$ cat src/rtl/knight_pkg.sv
// Shared constants and types for the knight's-tour command path.
package knight_pkg;

  localparam logic [3:0] MOVE    = 4'h4;
  localparam logic [3:0] MOVE_FF = 4'h5;
  localparam logic [3:0] TOUR    = 4'h6;

  localparam logic [7:0] HDG_N = 8'h00;
  localparam logic [7:0] HDG_W = 8'h3F;
  localparam logic [7:0] HDG_S = 8'h7F;
  localparam logic [7:0] HDG_E = 8'hBF;

  localparam logic [7:0] RESP_DONE = 8'hA5;
  localparam logic [7:0] RESP_POS  = 8'h5A;

  typedef enum logic [2:0] {IDLE, VERT, WAIT_V, HORZ, WAIT_H} tour_state_t;

  function automatic logic [15:0] mk_cmd(input logic [3:0] opc,
                                         input logic [7:0] hdg,
                                         input logic [2:0] sq);
    return {opc, hdg, 1'b0, sq};
  endfunction

endpackage

$ cat src/rtl/knight_move_decode.sv
// Splits a one-hot knight move into a vertical leg and a fanfare horizontal leg.
module knight_move_decode
  import knight_pkg::*;
(
  input  logic [7:0]  move,
  output logic [15:0] vert_cmd,
  output logic [15:0] horz_cmd,
  output logic        vld
);

  // Lowest set bit has priority so malformed multi-hot moves still decode.
  always_comb begin
    vld      = 1'b1;
    vert_cmd = '0;
    horz_cmd = '0;
    if (move[0]) begin
      vert_cmd = mk_cmd(MOVE, HDG_N, 3'd2);
      horz_cmd = mk_cmd(MOVE_FF, HDG_E, 3'd1);
    end else if (move[1]) begin
      vert_cmd = mk_cmd(MOVE, HDG_N, 3'd2);
      horz_cmd = mk_cmd(MOVE_FF, HDG_W, 3'd1);
    end else if (move[2]) begin
      vert_cmd = mk_cmd(MOVE, HDG_N, 3'd1);
      horz_cmd = mk_cmd(MOVE_FF, HDG_W, 3'd2);
    end else if (move[3]) begin
      vert_cmd = mk_cmd(MOVE, HDG_S, 3'd1);
      horz_cmd = mk_cmd(MOVE_FF, HDG_W, 3'd2);
    end else if (move[4]) begin
      vert_cmd = mk_cmd(MOVE, HDG_S, 3'd2);
      horz_cmd = mk_cmd(MOVE_FF, HDG_W, 3'd1);
    end else if (move[5]) begin
      vert_cmd = mk_cmd(MOVE, HDG_S, 3'd2);
      horz_cmd = mk_cmd(MOVE_FF, HDG_E, 3'd1);
    end else if (move[6]) begin
      vert_cmd = mk_cmd(MOVE, HDG_S, 3'd1);
      horz_cmd = mk_cmd(MOVE_FF, HDG_E, 3'd2);
    end else if (move[7]) begin
      vert_cmd = mk_cmd(MOVE, HDG_N, 3'd1);
      horz_cmd = mk_cmd(MOVE_FF, HDG_E, 3'd2);
    end else begin
      vld = 1'b0;
    end
  end

endmodule

$ cat src/rtl/tour_cmd.sv
// Command-bus mux: UART pass-through when idle, two-leg knight moves during a tour.
module tour_cmd
  import knight_pkg::*;
#(
  parameter int NUM_MOVES = 24
) (
  input  logic        clk,
  input  logic        rst_n,
  input  logic        start_tour,
  input  logic [7:0]  move,
  output logic [4:0]  mv_indx,
  input  logic [15:0] cmd_UART,
  input  logic        cmd_rdy_UART,
  output logic        clr_cmd_rdy_UART,
  output logic [15:0] cmd,
  output logic        cmd_rdy,
  input  logic        clr_cmd_rdy,
  input  logic        send_resp,
  output logic [7:0]  resp
);

  localparam logic [4:0] LAST_IDX = 5'(NUM_MOVES - 1);

  tour_state_t state, nxt_state;
  logic [4:0]  nxt_indx;
  logic [15:0] vert_cmd, horz_cmd;
  logic        move_vld;
  logic        last_move;

  knight_move_decode u_decode (
    .move     (move),
    .vert_cmd (vert_cmd),
    .horz_cmd (horz_cmd),
    .vld      (move_vld)
  );

  assign last_move = (mv_indx == LAST_IDX);

  always_ff @(posedge clk or negedge rst_n) begin
    if (!rst_n) begin
      state   <= IDLE;
      mv_indx <= '0;
    end else begin
      state   <= nxt_state;
      mv_indx <= nxt_indx;
    end
  end

  always_comb begin
    nxt_state        = state;
    nxt_indx         = mv_indx;
    cmd              = vert_cmd;
    cmd_rdy          = 1'b0;
    clr_cmd_rdy_UART = 1'b0;
    resp             = RESP_POS;
    unique case (state)
      IDLE: begin
        cmd              = cmd_UART;
        cmd_rdy          = cmd_rdy_UART;
        clr_cmd_rdy_UART = clr_cmd_rdy;
        resp             = RESP_DONE;
        if (start_tour) begin
          nxt_indx  = '0;
          nxt_state = VERT;
        end
      end
      VERT: begin
        // An empty move slot ends the tour early without offering a command.
        if (!move_vld) begin
          nxt_state = IDLE;
        end else begin
          cmd_rdy = 1'b1;
          if (clr_cmd_rdy) nxt_state = WAIT_V;
        end
      end
      WAIT_V: begin
        if (send_resp) nxt_state = HORZ;
      end
      HORZ: begin
        cmd     = horz_cmd;
        cmd_rdy = 1'b1;
        if (clr_cmd_rdy) nxt_state = WAIT_H;
      end
      WAIT_H: begin
        cmd = horz_cmd;
        if (last_move) resp = RESP_DONE;
        if (send_resp) begin
          if (last_move) begin
            nxt_state = IDLE;
          end else begin
            nxt_indx  = mv_indx + 5'd1;
            nxt_state = VERT;
          end
        end
      end
      default: nxt_state = IDLE;
    endcase
  end

endmodule

$ cat config.mk
export PLATFORM = sky130hd
export DESIGN_NAME = tour_cmd
export DESIGN_NICKNAME = d
export VERILOG_FILES = /design/src/rtl/knight_pkg.sv /design/src/rtl/knight_move_decode.sv /design/src/rtl/tour_cmd.sv
export SDC_FILE = /design/constraint.sdc
export NUM_CORES = 1
export LEC_CHECK = 0
export ABC_AREA = 1
export CAP_MARGIN = 5
export CORE_MARGIN = 3
export CORE_UTILIZATION = 34
export DETAILED_ROUTE_END_ITERATION = 10
export PLACE_DENSITY = 0.87
export REMOVE_ABC_BUFFERS = 1
export SETUP_SLACK_MARGIN = 0.1
export SYNTH_ARGS = -nofsm -noshare
export SYNTH_HDL_FRONTEND = slang
export SYNTH_SLANG_ARGS = --single-unit
$ cat constraint.sdc
create_clock -name clk -period 2.3 [get_ports clk]
set_input_delay 0.69 -clock clk [delete_from_list [all_inputs] [get_ports clk]]
set_output_delay 0.69 -clock clk [all_outputs]
set_load 0.05 [all_outputs]
==> metrics.md, run 1 <==
| Metric | Value |
|---|---|
| Starting Density | 0.368 |
| CTS H-Tree Depth | 1 |
| Synth warn | 0 |
| Critical endpoint after global-route timing repair | cmd[9] |
| HPWL after DPL | 2.53 mm |
| Yosys reg bits | 8 |
| PortBufs | 60 |
| Ranking of synthesized cells by area | dfrtp_1 (24%), nand2_1 (21%), nand3_1 (9.0%) |
| Synthesized instance count | roughly 140 |
| Outcome | stopped before the end |
| Syn_area_per_cell | 5.88 um2 |
| Stop err | [ERROR DPL-0033] detailed placement checks failed during check placement. |
| Pin count of the biggest net entering global routing | 10 |
| Last step reached | global routing |
| Seq/Total Area, Yosys | 0.241 |
| Root Buffer Master | clkbuf_4 |
| CTS Buf Count | 3 |
| Mapped Area | 830 um2 |
| Cell taking the most area after synthesis | dfrtp_1 |
| WEP type | output port |
| Initial antenna violation count | 0 |
| RePlAce Congestion | about 0.76 |
| Hold-fix buffers, CTS | 0 |
| Post-DP Area | 0.00161 mm2 |
| Die W | 55.4 um |
| # clock sinks | 8 |
| Yosys top cell area share | 0.241 |
| CTS max path bufs | 2 |
| IO Pins | 61 |
| Dpl ws | -0.409 ns |
| Distinct cells, synth | 22 |
| Row cnt | 17 |
| Die H | ~55 um |
==> cells in the mapped netlist <==
library cell / count
dfrtp_1: 8
nand2_1: 47
nand3_2: 1
nor2_1: 16
a21oi_1: 3
nand3_1: 15
o21ai_2: 1
nor2_2: 1
o21ai_0: 1
inv_2: 5
or2_2: 1
ha_1: 1
inv_1: 15
nor3_1: 3
buf_4: 6
nand2_4: 2
nor2_4: 1
xor2_1: 2
o21ai_1: 6
nand2_2: 4
buf_2: 1
nand3b_1: 1
==> cell families after synthesis <==
group                      count (synthesis)  share of synthesized area
buffers and inverters                     27                      0.151
DFF                                        8                      0.241
and+or+nand+nor                           92                      0.501
adders and majority gates                  1                     0.0151
xor gates and xnor gates                   2                     0.0211
AOI/OAI and AO/OA                         11                     0.0709
==> per-stage QoR <==
stage          instances  utilization
2_1_floorplan        134            -
3_3_place_gp         228        0.713
4_1_cts              247        0.862
3_5_place_dp         228        0.713
==> what timing repair did <==
item | in CTS
pin swaps | 23
gates resized for setup | 101
endpoints found under the setup margin | 29
hold endpoints to repair | 0
buffers inserted | 16
==> run 2, diff against run 1 <==
--- a/config.mk
+++ b/config.mk
@@ -7,12 +7,11 @@
 export LEC_CHECK = 0
 export ABC_AREA = 1
 export CAP_MARGIN = 5
-export CORE_MARGIN = 3
-export CORE_UTILIZATION = 34
+export CORE_AREA = 3 3 64 66
 export DETAILED_ROUTE_END_ITERATION = 10
-export PLACE_DENSITY = 0.87
+export DIE_AREA = 0 0 67 69
+export PLACE_DENSITY_LB_ADDON = 0.15
 export REMOVE_ABC_BUFFERS = 1
-export SETUP_SLACK_MARGIN = 0.1
 export SYNTH_ARGS = -nofsm -noshare
 export SYNTH_HDL_FRONTEND = slang
 export SYNTH_SLANG_ARGS = --single-unit
==> run 2 against run 1 <==
The flow now finishes without violations; synthesized cell count is the same; synthesized area did not move.
==> metrics.md, run 2 <==
| Metric | Value |
|---|---|
| Outcome | completed (was stopped before the end) |
| Initial DRC count | 29 |
| ANT cells | 0 |
| DRT Pass-1 Iters | 4 |
| Most common cell in the synthesized netlist | nand2_1 (unchanged) |
| Final hold viol count | 0 |
| Post-route ant nets | 0 |
| PortBufs | 60 (unchanged) |
| Post-synth top cells | nand2_1 (47), nor2_1 (16), inv_1 (15), nand3_1 (15), dfrtp_1 (8) (unchanged) |
| Yosys reg bits | 8 (unchanged) |
| Final slew viol count | 0 |
| Hold_ws | ~0.56 ns |
| # setup viols final | 0 |
| Reg clk slew, reported paths | ~0.040 ns |
| Largest Register | mv_indx |
| Max reg flops | 5 |
| Clock Skew | 0.00105 ns |
| Slew headroom | 0.671 |
| Post-DP Area | 0.00162 mm2 (was 0.00161 mm2) |
| Reg2reg path depth | 9 |
| CP Max Fanout | 7 |
| Worst min path class | register to register |
| Fillers | 343 |
| Commonest non-fill, non-tap cells in the layout | nand2_1 (41), clkdlybuf4s50_1 (24), buf_4 (18) |
| HPWL after DPL | 2.22 mm (was 2.53 mm) |
| CP endpoint | cmd[4] |
| Starting Density | 0.228 (was 0.368) |
| Die W | 67 um (was 55.4 um) |
| Tot GR Track Use | 0.125 |
| Total Wirelength | roughly 2.9 mm |
| RePlAce Congestion | 0.808 (was 0.764) |
| GRT overflow | 0 |
| DRC viols | 0 |
| Registers with the most flip-flops | mv_indx (5), state (3) |
| Mapped Area | 830 um2 (unchanged) |
| CTS max path bufs | 2 (unchanged) |
| Synthesized instance count | 141 (unchanged) |
| Critical R2R Capture | mv_indx[4] |
| Slew @ Worst Pin | between 0.4 and 0.5 ns |
| CP Capture Type | primary output |
| Startpoint types | input port |
| Initial antenna violation count | 0 |
| Syn_area_per_cell | 5.88 um2 (unchanged) |
| Cell taking the most area after synthesis | dfrtp_1 (unchanged) |
| Vias per std cell | 4.37 |
| Number of synthesized flops with an enable pin | 0 (unchanged) |
| Final period util | 0.994 |
| Post-layout instance area | between 0.0015 and 0.002 mm2 |
| Asr flop ratio synth | 1.00 (unchanged) |
| RSZ-0062 raised after global routing | yes |
| Min Tclk post-route | roughly 2.3 ns |
| Ratio of cells with drive above 1 in the final layout | 0.460 |
| WL per Instance | between 10 and 15 um |
| Worst Path Required | 1.61 ns |
| Synth warn | 0 (unchanged) |
| Clk_lat worst skew | around 0.23 ns |
| CTS H-Tree Depth | 1 (unchanged) |
| Die H | 69 um (was 55.4 um) |
| Row cnt | 22 (was 17) |
| Die area | 0.00462 mm2 |
| CP Launch Point | move[2] |
| First-pass GRT wire length | roughly 4.7 mm |
| Yosys top cell area share | 0.241 (unchanged) |
| IO Pins | 61 (unchanged) |
| Worst path arrival time | roughly 1.6 ns |
| Distinct cells, synth | 22 (unchanged) |
| Most common cell after layout, fill and taps aside | nand2_1 |
| Ranking of synthesized cells by area | dfrtp_1 (24%), nand2_1 (21%), nand3_1 (9.0%) (unchanged) |
| CP Class | input port to primary output |
| Via count | 1133 |
| Main synth FF type | dfrtp_1 (unchanged) |
| Hold-fix buffers, CTS | 0 (unchanged) |
| Root Buffer Master | clkbuf_8 (was clkbuf_4) |
| Core area | between 0.003 and 0.004 mm2 |
| Pin count of the biggest net entering global routing | 15 |
| Nets@finish | 244 |
| R2R Setup Slk | between 0.8 and 0.9 ns |
| Fmax | around 0.44 GHz |
| Reg2reg start | state[1] |
| Area grow syn2layout | 136% |
| Seq/Total Area, Yosys | 0.241 (unchanged) |
| CTS Buf Count | 3 (unchanged) |
| Max-capacitance violation count | 0 |
| Vias in the first global route | 1096 |
| CTS tree | done |
| # clock sinks | 8 (unchanged) |
## run 2: logic make-up (layout without fill, tap and decap cells)
group / Yosys count / in the layout / share of synthesized area
flip-flops: 8 / 8 / 0.241
AO/OA/AOI/OAI: 11 / 11 / 0.0709
XOR/XNOR: 2 / 2 / 0.0211
adder cells (fa/ha/maj): 1 / 1 / 0.0151
buffers and inverters: 27 / 97 / 0.151
AND/OR/NAND/NOR: 92 / 92 / 0.501
## run 2: final cells by class
class / count / area, um2 / share of cell area
well taps: 48 / 60.1 / 0.0306
repair buffers: 74 / 891 / 0.454
inverters: 20 / 90.1 / 0.0459
clock buffers: 3 / 41.3 / 0.0211
multi-input cells: 106 / 677 / 0.345
flip-flops and latches: 8 / 201 / 0.103
## run 2: worst min-delay path by stage
| stage | cells after the start | end | from |
|---|---|---|---|
| detailed placement | 2 | mv_indx[1] | mv_indx[1] |
| floorplan | 0 | mv_indx[0] | rst_n |
| global placement | 2 | mv_indx[1] | mv_indx[1] |
| global route | 2 | mv_indx[4] | mv_indx[4] |
| CTS | 2 | mv_indx[1] | mv_indx[1] |
| finish | 2 | mv_indx[4] | mv_indx[4] |
## run 2: through the flow
stage / setup WS [ns] / util / setup TNS [ns] / std cells
after global placement: -0.422 / 0.446 / -4.81 / 247
after global routing: -0.0512 / 0.540 / -0.290 / 259
after floorplan: -2.42 / - / -13.84 / 134
after detailed placement: -0.414 / 0.446 / -4.67 / 247
after CTS: 0.000946 / 0.486 / 0 / 253
final: 0.0147 / 0.540 / 0 / 259
## run 2: layer usage
layer | GRT usage | up-vias | part of all wire
li1 | - | 575 | -
met1 | 0.151 | 514 | 0.42
met2 | 0.209 | 37 | 0.50
met3 | 0.0326 | 7 | 0.063
met4 | 0.0473 | 0 | 0.018
met5 | 0 | - | 0
## run 2: critical path: stages
cell	delay (ns)
buf_8	0.10
nor2_4	0.14
nand2_4	0.08
o21ai_2	0.15
buf_6	0.17
nand3_2	0.09
buf_6	0.17
## run 2: timing repair
| action | in CTS | in global routing |
|---|---|---|
| setup buffers | 3 | 6 |
| endpoints found under the hold margin | 0 | 0 |
| pin swaps | 12 | 10 |
| gates cloned | 0 | 0 |
| resized for setup | 65 | 38 |
| setup endpoints to repair | 17 | 19 |
Power of run 2 is not shown: default switching activity piles up to over one toggle a cycle in this logic, so the estimate is an artifact.
